[src/rtl/sdram_rom_loader.sv]
// sdram_rom_loader: packs ioctl download bytes into 16-bit words and writes them through the SDRAM toggle-handshake ROM port
// Ports:
//   clk, init_n                         SDRAM clock, asynchronous active-low reset
//   ioctl_downl/wr/addr/data            download byte stream from the IO controller
//   ioctl_wait                          registered back-pressure to the download source
//   romwr_req/ack/a/d                   toggle-handshake word write port to the SDRAM controller
//   rom_size                            highest accepted byte address + 1
//   loader_done                         one-cycle pulse once the image has drained to SDRAM
//   overflow                            sticky, a byte or word was dropped
module sdram_rom_loader #(
   parameter int FIFO_DEPTH = 4,
   parameter bit BYTESWAP = 1'b0,
   parameter logic [7:0] PAD_BYTE = 8'hFF
) (
   input  logic        clk,
   input  logic        init_n,
   input  logic        ioctl_downl,
   input  logic        ioctl_wr,
   input  logic [24:0] ioctl_addr,
   input  logic [7:0]  ioctl_data,
   output logic        ioctl_wait,
   output logic        romwr_req,
   input  logic        romwr_ack,
   output logic [22:0] romwr_a,
   output logic [15:0] romwr_d,
   output logic [24:0] rom_size,
   output logic        loader_done,
   output logic        overflow
);
   localparam int AW = $clog2(FIFO_DEPTH);
   localparam int CW = AW + 1;
   typedef enum logic [1:0] {IDLE, LOAD, FLUSH} state_t;
   typedef enum logic {D_IDLE, D_BUSY} dstate_t;
   state_t state;
   dstate_t dstate;
   logic downl_q, pend_v, skid_v;
   logic [7:0] pend_d;
   logic [22:0] pend_a, skid_a, w;
   logic [15:0] skid_d, pad_w, odd_w, join_d;
   logic [38:0] mem [FIFO_DEPTH];
   logic [38:0] push_w;
   logic [AW-1:0] rd_ptr, wr_ptr;
   logic [CW-1:0] cnt, cnt_nx;
   logic byte_ok, odd, join_w, skid_set, push, acc, pop;
   always_comb begin
      w = ioctl_addr[23:1];
      odd = ioctl_addr[0];
      byte_ok = state == LOAD && ioctl_wr && !skid_v;
      join_w = pend_v && pend_a == w;
      pad_w = BYTESWAP ? {PAD_BYTE, pend_d} : {pend_d, PAD_BYTE};
      odd_w = BYTESWAP ? {ioctl_data, PAD_BYTE} : {PAD_BYTE, ioctl_data};
      join_d = BYTESWAP ? {ioctl_data, pend_d} : {pend_d, ioctl_data};
      // an odd byte for a different word than the pending one needs two pushes: pad word now, odd word via skid
      skid_set = byte_ok && odd && pend_v && !join_w;
      push = skid_v || (state == FLUSH && pend_v) || (byte_ok && (pend_v || odd));
      push_w = skid_v ? {skid_a, skid_d} :
               (pend_v && !(byte_ok && odd && join_w)) ? {pend_a, pad_w} :
               {w, join_w ? join_d : odd_w};
      pop = dstate == D_BUSY && romwr_req == romwr_ack;
      acc = push && (cnt != CW'(FIFO_DEPTH) || pop);
      cnt_nx = cnt + CW'(acc) - CW'(pop);
   end
   always_ff @(posedge clk)
      if (acc) mem[wr_ptr] <= push_w;
   always_ff @(posedge clk or negedge init_n) begin
      if (!init_n) begin
         state <= IDLE;
         dstate <= D_IDLE;
         downl_q <= 1'b0;
         pend_v <= 1'b0;
         pend_d <= 8'h00;
         pend_a <= '0;
         skid_v <= 1'b0;
         skid_a <= '0;
         skid_d <= '0;
         rd_ptr <= '0;
         wr_ptr <= '0;
         cnt <= '0;
         ioctl_wait <= 1'b0;
         romwr_req <= 1'b0;
         romwr_a <= '0;
         romwr_d <= '0;
         rom_size <= '0;
         loader_done <= 1'b0;
         overflow <= 1'b0;
      end else begin
         downl_q <= ioctl_downl;
         loader_done <= 1'b0;
         cnt <= cnt_nx;
         skid_v <= skid_set;
         ioctl_wait <= cnt_nx >= CW'(FIFO_DEPTH - 1) || skid_set;
         if (acc) wr_ptr <= wr_ptr + AW'(1);
         if (skid_set) begin
            skid_a <= w;
            skid_d <= odd_w;
         end
         if (byte_ok) begin
            if (ioctl_addr + 25'd1 > rom_size) rom_size <= ioctl_addr + 25'd1;
            pend_v <= !odd;
            if (!odd) begin
               pend_d <= ioctl_data;
               pend_a <= w;
            end
         end
         if (state == FLUSH && !skid_v) pend_v <= 1'b0;
         if ((push && !acc) || (state == LOAD && ioctl_wr && skid_v)) overflow <= 1'b1;
         if (state == IDLE && ioctl_downl && !downl_q) begin
            state <= LOAD;
            rom_size <= '0;
            overflow <= 1'b0;
            pend_v <= 1'b0;
         end else if (state == LOAD && !ioctl_downl) begin
            state <= FLUSH;
         end else if (state == FLUSH && cnt == '0 && !pend_v && !skid_v && romwr_req == romwr_ack) begin
            state <= IDLE;
            loader_done <= 1'b1;
         end
         // the head stays in the FIFO until acknowledged, so occupancy includes the in-flight word
         if (dstate == D_IDLE && cnt != '0) begin
            romwr_a <= mem[rd_ptr][38:16];
            romwr_d <= mem[rd_ptr][15:0];
            romwr_req <= ~romwr_req;
            dstate <= D_BUSY;
         end else if (pop) begin
            rd_ptr <= rd_ptr + AW'(1);
            dstate <= D_IDLE;
         end
      end
   end
endmodule
[config.mk]
export PLATFORM = sky130hd
export DESIGN_NAME = sdram_rom_loader
export DESIGN_NICKNAME = d
export VERILOG_FILES = /design/src/rtl/sdram_rom_loader.sv
export SDC_FILE = /design/constraint.sdc
export NUM_CORES = 1
export LEC_CHECK = 0
export BUFFER_PORTS_ARGS = -buffer_cell sky130_fd_sc_hd__buf_4
export CORE_AREA = 2 2 150 152
export CTS_BUF_LIST = sky130_fd_sc_hd__clkbuf_2 sky130_fd_sc_hd__clkbuf_4 sky130_fd_sc_hd__clkbuf_8
export DETAILED_ROUTE_END_ITERATION = 12
export DIE_AREA = 0 0 152 154
export GPL_ROUTABILITY_DRIVEN = 0
export PLACE_DENSITY = 0.79
export SLEW_MARGIN = 20
export SYNTH_ARGS = -nofsm -noshare
export SYNTH_HDL_FRONTEND = slang
export SYNTH_SLANG_ARGS = --single-unit
[constraint.sdc]
create_clock -name clk -period 3.1 [get_ports clk]
set_input_delay 0.31 -clock clk [delete_from_list [all_inputs] [get_ports clk]]
set_output_delay 0.31 -clock clk [all_outputs]
set_load 0.03 [all_outputs]
==> run metrics <==
routed vias/inst 5.803; kind of critical path flip-flop to flip-flop; mux share of post-synthesis cell area 0.1626; fill cell count 1339; Worst-Margin Slew 1033 ps; Worst path max stage delay 410 ps; status finished clean; setup tns final 0 ps; worst skew pair latency 560 ps; largest net degree at the start of global routing 60; Post-DP HPWL 18260 um; PD cells 877.2 nW/um2; Synth Net Count around 1000; Synth area leaders edfxtp_1, dfrtp_1, mux4_2; antenna fix cells 0; post-layout min period 2824 ps; Synth-to-Final Area Change 18.83%; WL/cell 19.80 um; hold crit path type input port to flip-flop; Yosys top cell area share 0.3513; number of synthesized flops with an enable pin 156; Die X 152 um; simple-gate share of the synthesized area 0.06530; CP Launch Type flip-flop; Critical Path End Type flip-flop; cells along the critical path xnor2_1, buf_4, nand2_1, nand3_1, and2_1, a21bo_2, ha_1, fa_1, xnor2_1, xnor2_1, a211o_1; Synth area leader edfxtp_1; GRT Total Usage 0.2388; Final Max Slew Viols 0; P_leak 6.521 nW; Final Cycle Share 0.9108; IO Count 106; Crit path top cell by count xnor2_1; row count 54; worst-path fanout max 6; Peak VDD IR 593.6 uV; xor/xnor cell area share of the yosys netlist 0.03481; routed wire length roughly 28000 um; Commonest cells post-synth edfxtp_1, dfrtp_1, nand2_1, mux2_2, mux4_2; total grt overflow 0; final net count 1146; achievable frequency ~0.35 GHz; prevailing post-synth register cell edfxtp_1; clock skew 13.57 ps; Worst Path Arrival 3250 ps; Initial Utilization 0.6149; Setup violations, final 0; Routed Antenna Nets 0; Util after Layout 0.7306; Slowest-stage cell, CP dfrtp_1; DRT iter0 DRCs 491; CTS H-tree lvls 2; initial antenna violation count 0; first-pass GRT wire length roughly 44000 um; RSZ-0062 raised after global routing no; CTS tree done; Max-Cap Viols 0; Post-Synth Adder-Cell Area 0.03059; Inserted Clock Buffers 46; Synth warnings 0; TritonRoute pass-1 iters 7; share of cells above drive strength 1 0.3770; Post-Place Cell Area 14800 um2; Netlist cell types 47; Synth async-reset ratio 0.4800; Setup WS post-layout around 280 ps; Mapped Cells 910; clk buf depth 3; root buffer selected by CTS clkbuf_8; # DRC 0; Slew Limit Headroom 0.3095; pre-CTS setup slack -283.1 ps; Layout Cells excl Fill 1394; clk sink count 300; Hold Vio Cnt, Final 0; area of the core around 22000 um2; via count 8089; Clock transition at path regs 60 ps; Post-Syn Area 13340 um2; Avg Cell Area, Syn 14.65 um2; CP required between 3000 and 4000 ps; Post-CTS Setup Repair Bufs 0; count leader, synth edfxtp_1; compound-cell area share of the yosys netlist 0.05573; IO Port Bufs roughly 110; synthesized flop and latch total 300; Die Ht 154 um; vias in the first global route just over 8000; largest family of logic cells by synthesized area multiplexers; Inst Count DP 1299; Non-Filler Cell Area, Final 15850 um2; post-synthesis sequential area ratio 0.6215; Die ar. 23410 um2
==> report_power, final <==
group / switching, mW / internal, mW
Combinational: 2.52 / 2.34
Clock: 1.49 / 1.85
Sequential: 0.636 / 5.07
==> cell usage in the layout (no fill, tap or decap), types with 8 or more instances in the layout <==
cell type	Yosys	routed
inv_1	31	31
a22oi_1	24	24
clkbuf_4	0	18
a21oi_1	25	25
o21ai_0	16	16
buf_4	0	160
mux2_2	71	71
ha_1	31	31
a31o_2	18	18
dlygate4sd3_1	0	9
xnor2_1	37	37
and3_1	21	17
edfxtp_1	156	156
nand3_1	12	12
xor2_1	16	16
mux2_4	27	27
nor2_1	19	18
nand2_1	93	93
mux4_2	39	39
o21a_1	9	8
nand4_1	11	11
dfrtp_1	144	143
clkbuf_8	0	52
clkinv_2	0	8
==> cell type report <==
class,count,area (um2),area share
Sequential cell,300,8289,0.5231
Timing Repair Buffer,177,1443,0.09104
Tap cell,280,350.3,0.02211
Multi-Input combinational cell,520,4690,0.2959
Inverter,31,116.4,0.007343
Clock buffer,70,850.8,0.05369
Clock inverter,16,107.6,0.006790
==> sequential cells by signal (all words and copies together) (netlist names), 2 cells and up <==
signal	flops
state	2
skid_d	9
pend_d	8
romwr_d	16
rd_ptr	2
wr_ptr	2
skid_a	23
mem	156
rom_size	25
romwr_a	23
pend_a	23
cnt	3
==> repair_timing <==
item                                    in CTS  in global routing
hold buffers                                 9                  0
endpoints found under the hold margin       61                  0
gates resized for setup                      0                  1
endpoints found under the setup margin       0                  3
==> metal layers <==
layer  global-route usage  share of wire
met5                    0              0
met4              0.06943          0.022
met3              0.04510          0.055
met2               0.3730           0.47
met1               0.3492           0.46
==> critical path: cells and delay by family (launching register included) <==
family / cells / cell delay, ps
XOR/XNOR: 3 / 450
adder cells (fa/ha/maj): 2 / 550
flip-flops: 1 / 410
AND/OR/NAND/NOR: 3 / 590
buffers and inverters: 1 / 160
AO/OA/AOI/OAI: 2 / 530
==> per-stage QoR <==
step	hold slack (ps)	total power [mW]
4_1_cts	3.888	14.01
3_5_place_dp	286.0	10.65
3_3_place_gp	286.8	10.48
2_1_floorplan	14.41	8.987
5_1_grt	17.72	14.64
6_report	36.82	13.90
==> worst paths after layout <==
check	start	to	slack [ps]	cells past startpoint
min reg2reg	skid_d[8]	skid_d[8]	460	1
min	ioctl_data[0]	pend_d[0]	40	2
max reg2reg	romwr_req	ioctl_wait	280	11
max in group asynchronous	init_n	romwr_a[10]	1930	3
max	romwr_req	ioctl_wait	280	11
min in group asynchronous	init_n	romwr_d[5]	270	2
==> kinds of logic after synthesis <==
family,after synthesis
adders and majority gates,32
and+or+nand+nor,183
buffers and inverters,90
xor gates and xnor gates,53
AOI/OAI and AO/OA,107
DFF,300
muxes,145
Power figures use the tool's default switching activity.
